===== src/rtl/mem_arb_pkg.sv =====
// Shared definitions for the two-port RAM arbiter.
// Contents:
//   MNONE / MREAD / MWRITE / MILLEGAL  2-bit mem_cmd encodings
//   arb_state_t                        arbiter FSM states
//   is_req()                           true for a command that needs the RAM
package mem_arb_pkg;

  localparam logic [1:0] MNONE    = 2'b00;
  localparam logic [1:0] MREAD    = 2'b01;
  localparam logic [1:0] MWRITE   = 2'b10;
  localparam logic [1:0] MILLEGAL = 2'b11;

  typedef enum logic [1:0] {
    ARB_IDLE   = 2'd0,
    ARB_ACCESS = 2'd1,
    ARB_RESP   = 2'd2
  } arb_state_t;

  // The illegal encoding is deliberately excluded so that it is never granted.
  function automatic logic is_req(input logic [1:0] cmd);
    return (cmd == MREAD) || (cmd == MWRITE);
  endfunction

endpackage


===== src/rtl/mem_port_arbiter_pick2.sv =====
// Two-requester winner selection for mem_port_arbiter.
// Ports:
//   req[1:0]    in   request per port (bit N = port N)
//   last_owner  in   port granted most recently
//   winner      out  selected port (meaningful when valid=1)
//   valid       out  at least one port is requesting
// Build option: MEM_ARB_FIXED_PRIO_EN makes port 0 win every tie;
// otherwise a tie goes to the port that did not own the RAM last.
module arb_pick2 (
  input  logic [1:0] req,
  input  logic       last_owner,
  output logic       winner,
  output logic       valid
);

  // Winner selection: sole requester wins, a tie uses the configured policy.
  always_comb begin
    valid  = |req;
    winner = 1'b0;
    case (req)
      2'b01:   winner = 1'b0;
      2'b10:   winner = 1'b1;
`ifdef MEM_ARB_FIXED_PRIO_EN
      2'b11:   winner = 1'b0;
`else
      2'b11:   winner = ~last_owner;
`endif
      default: winner = 1'b0;
    endcase
  end

endmodule


===== src/rtl/mem_port_arbiter.sv =====
// Shares one synchronous RAM between port 0 (CPU) and port 1 (loader/debug).
// Requests are serialised by an IDLE -> ACCESS (-> RESP) FSM; read data is
// steered back to the port that issued the read.
// Ports:
//   clk, rst                         clock, synchronous active-high reset
//   mN_cmd/mN_addr/mN_wdata          port N request (MNONE/MREAD/MWRITE)
//   mN_gnt                           port N request accepted (1-cycle pulse)
//   mN_rvalid/mN_rdata               port N read data (rdata holds afterwards)
//   ram_addr/ram_wdata/ram_read/ram_write/ram_rdata   RAM interface
//   busy                             FSM not idle
//   err_illegal                      sticky: a 2'b11 command was observed
// Build option: MEM_ARB_FIXED_PRIO_EN (see arb_pick2) selects fixed priority.
module mem_port_arbiter
  import mem_arb_pkg::*;
#(
  parameter int ADDR_W = 9,
  parameter int DATA_W = 16
) (
  input  logic              clk,
  input  logic              rst,
  input  logic [1:0]        m0_cmd,
  input  logic [ADDR_W-1:0] m0_addr,
  input  logic [DATA_W-1:0] m0_wdata,
  output logic              m0_gnt,
  output logic              m0_rvalid,
  output logic [DATA_W-1:0] m0_rdata,
  input  logic [1:0]        m1_cmd,
  input  logic [ADDR_W-1:0] m1_addr,
  input  logic [DATA_W-1:0] m1_wdata,
  output logic              m1_gnt,
  output logic              m1_rvalid,
  output logic [DATA_W-1:0] m1_rdata,
  output logic [ADDR_W-1:0] ram_addr,
  output logic [DATA_W-1:0] ram_wdata,
  output logic              ram_read,
  output logic              ram_write,
  input  logic [DATA_W-1:0] ram_rdata,
  output logic              busy,
  output logic              err_illegal
);

  arb_state_t        state_r, state_s;
  logic              owner_r, last_owner_r;
  logic [1:0]        cmd_r;
  logic [ADDR_W-1:0] addr_r;
  logic [DATA_W-1:0] wdata_r;
  logic [DATA_W-1:0] rdata0_r, rdata1_r;
  logic              err_r;
  logic [1:0]        req_s;
  logic              winner_s, pick_valid_s;
  logic              in_access_s, in_resp_s;

  assign req_s = {is_req(m1_cmd), is_req(m0_cmd)};

  arb_pick2 u_pick (
    .req        (req_s),
    .last_owner (last_owner_r),
    .winner     (winner_s),
    .valid      (pick_valid_s)
  );

  // State register, request latch, per-port read-data hold and sticky error.
  always_ff @(posedge clk) begin
    if (rst) begin
      state_r      <= ARB_IDLE;
      owner_r      <= 1'b0;
      last_owner_r <= 1'b1;
      cmd_r        <= MNONE;
      addr_r       <= '0;
      wdata_r      <= '0;
      rdata0_r     <= '0;
      rdata1_r     <= '0;
      err_r        <= 1'b0;
    end else begin
      state_r <= state_s;
      if ((state_r == ARB_IDLE) && pick_valid_s) begin
        owner_r      <= winner_s;
        last_owner_r <= winner_s;
        cmd_r        <= winner_s ? m1_cmd : m0_cmd;
        addr_r       <= winner_s ? m1_addr : m0_addr;
        wdata_r      <= winner_s ? m1_wdata : m0_wdata;
      end
      if (state_r == ARB_RESP) begin
        if (owner_r) rdata1_r <= ram_rdata;
        else         rdata0_r <= ram_rdata;
      end
      if ((m0_cmd == MILLEGAL) || (m1_cmd == MILLEGAL)) begin
        err_r <= 1'b1;
      end
    end
  end

  // Next-state logic.
  always_comb begin
    state_s = state_r;
    case (state_r)
      ARB_IDLE:   state_s = pick_valid_s ? ARB_ACCESS : ARB_IDLE;
      ARB_ACCESS: state_s = (cmd_r == MREAD) ? ARB_RESP : ARB_IDLE;
      ARB_RESP:   state_s = ARB_IDLE;
      default:    state_s = ARB_IDLE;
    endcase
  end

  // Moore outputs from the latched request. Grants, strobes and rvalid are
  // suppressed while rst is high so an interrupted transaction leaves no
  // trace on the RAM or on either master.
  always_comb begin
    in_access_s = (state_r == ARB_ACCESS) && !rst;
    in_resp_s   = (state_r == ARB_RESP) && !rst;
    ram_addr    = addr_r;
    ram_wdata   = wdata_r;
    ram_read    = in_access_s && (cmd_r == MREAD);
    ram_write   = in_access_s && (cmd_r == MWRITE);
    m0_gnt      = in_access_s && !owner_r;
    m1_gnt      = in_access_s && owner_r;
    m0_rvalid   = in_resp_s && !owner_r;
    m1_rvalid   = in_resp_s && owner_r;
    // RAM data is forwarded in the RESP cycle itself, then held in rdataN_r.
    m0_rdata    = m0_rvalid ? ram_rdata : rdata0_r;
    m1_rdata    = m1_rvalid ? ram_rdata : rdata1_r;
    busy        = (state_r != ARB_IDLE);
    err_illegal = err_r;
  end

endmodule


===== config.mk =====
export PLATFORM = sky130hd
export DESIGN_NAME = mem_port_arbiter
export DESIGN_NICKNAME = d
export VERILOG_FILES = /design/src/rtl/mem_arb_pkg.sv /design/src/rtl/mem_port_arbiter_pick2.sv /design/src/rtl/mem_port_arbiter.sv
export SDC_FILE = /design/constraint.sdc
export NUM_CORES = 1
export LEC_CHECK = 0
export ABC_AREA = 1
export CAP_MARGIN = 25
export CORE_MARGIN = 4
export CORE_UTILIZATION = 47
export DETAILED_ROUTE_END_ITERATION = 8
export PLACE_DENSITY = 0.87
export SYNTH_ARGS = -nofsm -noshare
export SYNTH_HDL_FRONTEND = slang
export SYNTH_SLANG_ARGS = --single-unit

===== constraint.sdc =====
create_clock -name clk -period 2.2 [get_ports clk]
set_input_delay 0.33 -clock clk [delete_from_list [all_inputs] [get_ports clk]]
set_output_delay 0.33 -clock clk [all_outputs]
set_load 0.03 [all_outputs]

# Yosys cells after proc, flatten, opt, wreduce, memory -nomap -nowiden
# Index checks and enable logic that the tools add are counted.
# word_totals
register_bits	64
in_bits	72
# classes
n_reduce_logical	19
n_bitwise	2
mux	9
n_eq_ne	12
# ops
cell	n
16-bit two-way mux	3
2-bit == test, second input constant	8
1-bit logical AND	9
9-bit two-way mux	1
2-bit by 1-bit == test with 1-bit output, second input constant	4
2-bit two-way mux	2
2-bit one-hot mux with 2 select lines	1
2-bit AND reduction	2
1-bit logical OR	3
1-bit zero test	2
2-bit zero test	1
1-bit inverter	2
1-bit one-hot mux with 2 select lines	1
2-bit nonzero test	1
2-bit OR reduction	1
1-bit two-way mux	1

# Depth between registers and ports, before layout
# Gate-level depths: netlist of run 1.
# logic_depth
depth_word	5
mapped_depth	9

# Modules after synthesis
# From an unflattened synthesis of run 1, not the netlist that was laid out.
# unflattened
cells_unflattened	504
hier_area_um2	3226.8
# by_module_without_submodules
mod	area_per_inst_um2	seq_area_each_um2	n_inst	cells_each
mem_port_arbiter	3211.8	1281.2	1	501
arb_pick2	15.0	0.0	1	3

# Worst setup path after synthesis of run 1
# Ideal clock, no wire load.
# synth_timing
path_kind	register to output
startpoint	reg state_r[1]
endpoint	out m1_rdata[6]
stages_incl_launch_ff	6
slack_ps	401
path_buffers	1
arrival_ps	1469
required_time_ps	1870
path_cell_list	dfxtp_1 inv_2 nor2_4 nand3_2 clkbuf_2 o21ai_0
# synth_via
elab_chain_cells	4
# synth_rtl
item	line_no	text
start, declared	mem_port_arbiter.sv:42	arb_state_t state_r, state_s;
start signal, assigned	mem_port_arbiter.sv:75	state_r <= state_s;
2-bit == test	mem_port_arbiter.sv:109	in_resp_s = (state_r == ARB_RESP) && !rst;
1-bit logical AND	mem_port_arbiter.sv:109	
1-bit logical AND	mem_port_arbiter.sv:117	m1_rvalid = in_resp_s && owner_r;
16-bit two-way mux	mem_port_arbiter.sv:120	m1_rdata = m1_rvalid ? ram_rdata : rdata1_r;
end, declared	mem_port_arbiter.sv:32	output logic [DATA_W-1:0] m1_rdata,
# No other way between the ends.

# Worst setup path after layout of run 1
# layout_timing
startpoint	in rst
endpoint	out m1_rdata[5]
# layout_via
elab_chain_cells	4
# layout_rtl
item	line_no	text
start, declared	mem_port_arbiter.sv:20	input logic rst,
1-bit zero test	mem_port_arbiter.sv:109	
1-bit logical AND	mem_port_arbiter.sv:109	
1-bit logical AND	mem_port_arbiter.sv:117	
16-bit two-way mux	mem_port_arbiter.sv:120	
# No other way between the ends.

==> results of run 1 <==
synth_stat cells, drive strengths merged:
library cell  instances  area (um2)
a21oi                 2        10.0
ha                    2        25.0
buf                  22         150
clkbuf               12        47.6
o21ai                64         343
nand2               122         465
nor2                 62         248
dfxtp                64        1280
nand3                63         325
nor3                  4        20.0
a21boi               27         203
inv                  51         191
layer usage:
metal / up-vias / global-route usage (%)
met5: - / 0
met4: 0 / 6.56
met3: 6 / 10.6
met2: 115 / 34.2
met1: 1568 / 23.7
li1: 1824 / -
cell families after synthesis:
family | synth area share (%)
compound gates | 16.8
flops | 38.7
simple gates | 32.0
buf+inv | 11.8
fa+ha+maj | 0.756
flip-flops by register name, summed over array words and instances, names as in the netlist:
signal        flops
cmd_r             2
rdata1_r         16
owner_r           1
ram_wdata        16
state_r           2
err_illegal       1
last_owner_r      1
rdata0_r         16
ram_addr          9
how the worst min path moves through the flow:
stage	start	endpoint	cells past startpoint
2_1_floorplan	rst	owner_r	1
3_3_place_gp	cmd_r[1]	state_r[1]	1
3_5_place_dp	cmd_r[1]	state_r[1]	1
4_1_cts	cmd_r[1]	state_r[1]	1
5_1_grt	cmd_r[1]	state_r[1]	1
6_report	cmd_r[1]	state_r[1]	1
metrics by stage:
stage	hold WS [ns]	total power (uW)	worst slack [ns]	util [%]
floorplan	0.399	1920	0.401	-
global placement	0.436	2300	0.261	67.9
detailed placement	0.445	2320	0.200	67.9
CTS	0.453	3260	0.197	70.6
global route	0.503	3420	0.112	70.6
finish	0.453	3220	0.217	70.6
where the power goes:
| part | switching (uW) | total [uW] | leakage, uW | internal [uW] |
|---|---|---|---|---|
| registers | 50.6 | 1300 | 0.000524 | 1250 |
| logic | 566 | 993 | 0.00154 | 427 |
| clock network | 425 | 926 | 0.0000927 | 501 |
| total | 1040 | 3220 | 0.00215 | 2180 |
final cells by class:
cell class              instances  area, um2  share of cell area (%)
flip-flops and latches         64       1280                    26.6
well taps                      96        120                    2.49
repair buffers                148       1410                    29.2
clock inverters                 2       12.5                   0.259
clock buffers                  14        173                    3.58
multi-input cells             346       1640                    34.0
inverters                      51        191                    3.97
==> impl_metrics.csv, run 1 <==
group,metric,value,unit
clocking,clk_latency,0.33,ns
final_layout,finish.net_count,694,
setup_path,required,1.87,ns
sta,fin_skew,0.00677,ns
setup_path,criticalPathCategory,"input pin to output port",
sta,worstMarginPinSlew,0.563,ns
floorplanning,die_w,91.9,um
sta,rsz0062_at_grt,"no",
setup_path,reg2reg_depth,5,
setup_path,arrival,1.65,ns
routing,post_drt_wl_per_cell,12.3,um
routing,met3_length,1.02,mm
final_layout,layout_common_cells,"nand2_1, clkdlybuf4s50_1, dfxtp_1",
setup_path,cp-end-kind,"output port",
pwr,power_density,668,mW/mm2
clocking,cts-resized-gates,0,
synth,ys_seq_area_share,38.7,%
placement,dpl_cell_area,0.00464,mm2
global_routing,grtUsageTotal,20.9,%
routing,vias_per_cell,4.87,
synth,synth_area,0.00331,mm2
setup_path,path_buf_inv,4,
min_path,hp-class,"register to register",
final_layout,drive_gt1_share,13.0,%
floorplanning,pin_count,137,
clocking,post_cts_buffers,0,
global_routing,antenna_found_initial,0,
global_routing,grt_pass1_vias,3180,
setup_path,cp.depth,6,
setup_path,r2r_end,"rdata1_r[2]",
synth,ys_warn_count,0,
clocking,path_clk_slew,0.06,ns
clocking,cts_sinks,64,
sta,fmax,0.504,GHz
placement,placedCellCount,705,
global_routing,grt_remaining_overflow,0,
floorplanning,initial_core_util,48.4,%
clocking,htreeDepth,3,
synth,syn_nets,569,
setup_path,cpPeakStageDelay,0.48,ns
setup_path,path_cells,"clkdlybuf4s50_1 -> inv_2 -> nand3_2 -> buf_12 -> o21ai_0 -> buf_4",
routing,drc,0,
clocking,cts_hold_buf,0,
routing,routedLengthMet1,3.57,mm
sta,setup_violations,0,
placement,port-buffer-count,136,
routing,wl_met2,4.16,mm
pwr,vdd_drop_max,0.000368,V
routing,drt_first_pass_iters,4,
placement,place_congestion,0.780,
placement,dpl.hpwl,6.55,mm
floorplanning,core-area,0.00683,mm2
global_routing,grt_first_pass_wirelength,14.4,mm
clocking,max-clock-path-buffers,2,
sta,worst_slew_margin_rel,62.4,%
floorplanning,die_area,0.00845,mm2
routing,dr_total_vias,3513,
routing,initialDrtViolationCount,107,
synth,syn_area_per_cell,6.69,um2
routing,routed_wl,8.84,mm
run_status,outcome,"completed",
routing,drtAntennaViolNets,0,
setup_path,critPathSlowestCell,"clkdlybuf4s50_1",
setup_path,reg2reg_from,"state_r[1]",
sta,hold_viol_final,0,
setup_path,crit_start,"rst",
synth,netlist_instances,495,
floorplanning,die_h,91.9,um
final_layout,antenna_cells,0,
routing,highest_layer,"met4",
final_layout,n_fill_cell,592,
global_routing,grt_max_degree,55,
synth,ys_ff_latch,64,
sta,fin_crit_sh,90.1,%
clocking,cts_root_buf,"clkbuf_8",
final_layout,final_common_cell,"nand2_1",
clocking,tritoncts,"yes",
setup_path,worst-path-max-fanout,42,
setup_path,critPathCapture,"m1_rdata[5]",
final_layout,fin_cells,721,
sta,setup-tns-final,0,ns
synth,ys_types,22,
floorplanning,rows,30,
setup_path,r2r_setup_slack,0.90,ns
setup_path,crit_family,"buffers and inverters",
final_layout,areaGrowthSynthToFinish,45.7,%
clocking,cts_buffers,9,
sta,slew_viol_final,0,
pwr,leakagePower,0.00215,uW
run,maxCapViolations,0,
setup_path,startpoint_type,"input pin",
final_layout,fin_area,0.00482,mm2
sta,period_needed,1.98,ns
Note: power is estimated with default switching activity, not from simulation.
==> run 2, diff against run 1 <==
Settings changed: CELL_PAD_IN_SITES_DETAIL_PLACEMENT from default to 1, CELL_PAD_IN_SITES_GLOBAL_PLACEMENT from default to 1, CORE_UTILIZATION 47 to 31, PLACE_DENSITY 0.87 to default, PLACE_DENSITY_LB_ADDON from default to 0.1.
==> impl_metrics.csv, run 2 (synthesis results as in run 1) <==
group,metric,value,unit
run_status,outcome,"completed",
clocking,clk_latency,0.34,ns
setup_path,crit_start,"rst",
clocking,path_clk_slew,0.06,ns
sta,hold_viol_final,0,
clocking,cts-resized-gates,0,
sta,fin_skew,0.0106,ns
floorplanning,die_h,111,um
setup_path,criticalPathCategory,"input pin to output port",
min_path,min_from,"cmd_r[1]",
global_routing,grtUsageTotal,16.4,%
global_routing,grt_remaining_overflow,0,
placement,dpl.hpwl,7.40,mm
clocking,cts_sinks,64,
global_routing,antenna_found_initial,0,
global_routing,grt_pass1_vias,3575,
global_routing,grt_max_degree,55,
final_layout,fin_cells,759,
sta,rsz0062_at_grt,"no",
floorplanning,core-area,0.0104,mm2
floorplanning,die_w,111,um
pwr,vdd_drop_max,0.000235,V
final_layout,antenna_cells,0,
setup_path,cp-end-kind,"output port",
clocking,cts_root_buf,"clkbuf_8",
clocking,htreeDepth,3,
floorplanning,pin_count,137,
routing,post_drt_wl_per_cell,13.2,um
sta,slew_viol_final,0,
sta,period_needed,2.03,ns
setup_path,worst-path-max-fanout,49,
run,maxCapViolations,0,
setup_path,reg2reg_depth,4,
routing,drc,0,
setup_path,startpoint_type,"input pin",
routing,drt_first_pass_iters,4,
final_layout,n_fill_cell,1366,
routing,initialDrtViolationCount,128,
setup_path,required,1.87,ns
global_routing,grt_first_pass_wirelength,17.0,mm
final_layout,finish.net_count,693,
pwr,power_density,647,mW/mm2
floorplanning,die_area,0.0124,mm2
placement,port-buffer-count,136,
routing,dr_total_vias,3531,
final_layout,drive_gt1_share,12.7,%
setup_path,reg2reg_from,"state_r[0]",
routing,vias_per_cell,4.65,
sta,worst_slew_margin_rel,59.5,%
placement,placedCellCount,744,
clocking,tritoncts,"yes",
clocking,cts_buffers,9,
clocking,post_cts_buffers,0,
sta,worstMarginPinSlew,0.607,ns
final_layout,areaGrowthSynthToFinish,46.5,%
placement,place_congestion,0.736,
sta,fin_crit_sh,92.4,%
sta,setup-tns-final,0,ns
sta,setup_violations,0,
clocking,cts_hold_buf,0,
final_layout,utilization,46.7,%
final_layout,final_common_cell,"nand2_1",
routing,drtAntennaViolNets,0,
pwr,leakagePower,0.00214,uW
sta,fmax,0.492,GHz
final_layout,layout_common_cells,"nand2_1, clkdlybuf4s50_1, dfxtp_1",
floorplanning,rows,37,
clocking,max-clock-path-buffers,2,
floorplanning,initial_core_util,31.9,%
min_path,hold_depth,1,
setup_path,arrival,1.70,ns
min_path,hp-class,"register to register",
routing,routed_wl,10.0,mm
sta,hold_slack,0.475,ns
## run 2: cell types whose count changed in the layout (fill, tap and decap cells not counted), sizes merged
cell	previous run	this run
clkinv	1	3
clkbuf	14	11
buf	50	49
## run 2: worst paths after layout
| kind | endpoint | slack [ns] |
|---|---|---|
| max reg2reg | rdata0_r[9] | 0.87 |
| max | m1_rdata[2] | 0.17 |
| min | state_r[1] | 0.47 |
| min reg2reg | state_r[1] | 0.47 |
## run 2: layer usage
layer / global-route usage (%) / vias up / routed length, um
met5: 0 / - / 0
met4: 5.35 / 0 / 108
met3: 6.06 / 7 / 781
met2: 28.5 / 87 / 4880
met1: 18.6 / 1617 / 4260
li1: - / 1820 / -
## run 2: area by class of cell
class                      count  area [um2]  share of cell area [%]
clock inverter                 4        22.5                   0.465
multi-input combinational    346        1640                    33.8
tap                          136         170                    3.51
clock buffer                  11         131                    2.71
sequential                    64        1280                    26.4
inverter                      51         191                    3.95
timing repair buffer         147        1410                    29.1
## run 2: worst max-delay path: stages
cell	delay [ns]
clkdlybuf4s50_1	0.49
inv_2	0.14
nand3_2	0.10
buf_12	0.19
o21ai_0	0.24
buf_4	0.21
## run 2: stage by stage
stage | power (uW) | cell area (um2) | setup slack [ns]
floorplan | 1920 | 3310 | 0.401
global placement | 2320 | 4690 | 0.170
detailed placement | 2350 | 4690 | 0.0908
CTS | 3200 | 4850 | 0.0902
global route | 3370 | 4850 | 0.00233
finish | 3140 | 4850 | 0.168
## run 2: report_power, final
group	internal [uW]	total [uW]	switching, uW
registers	1250	1300	53.9
logic	428	1000	572
clock network	397	832	435
total	2080	3140	1060
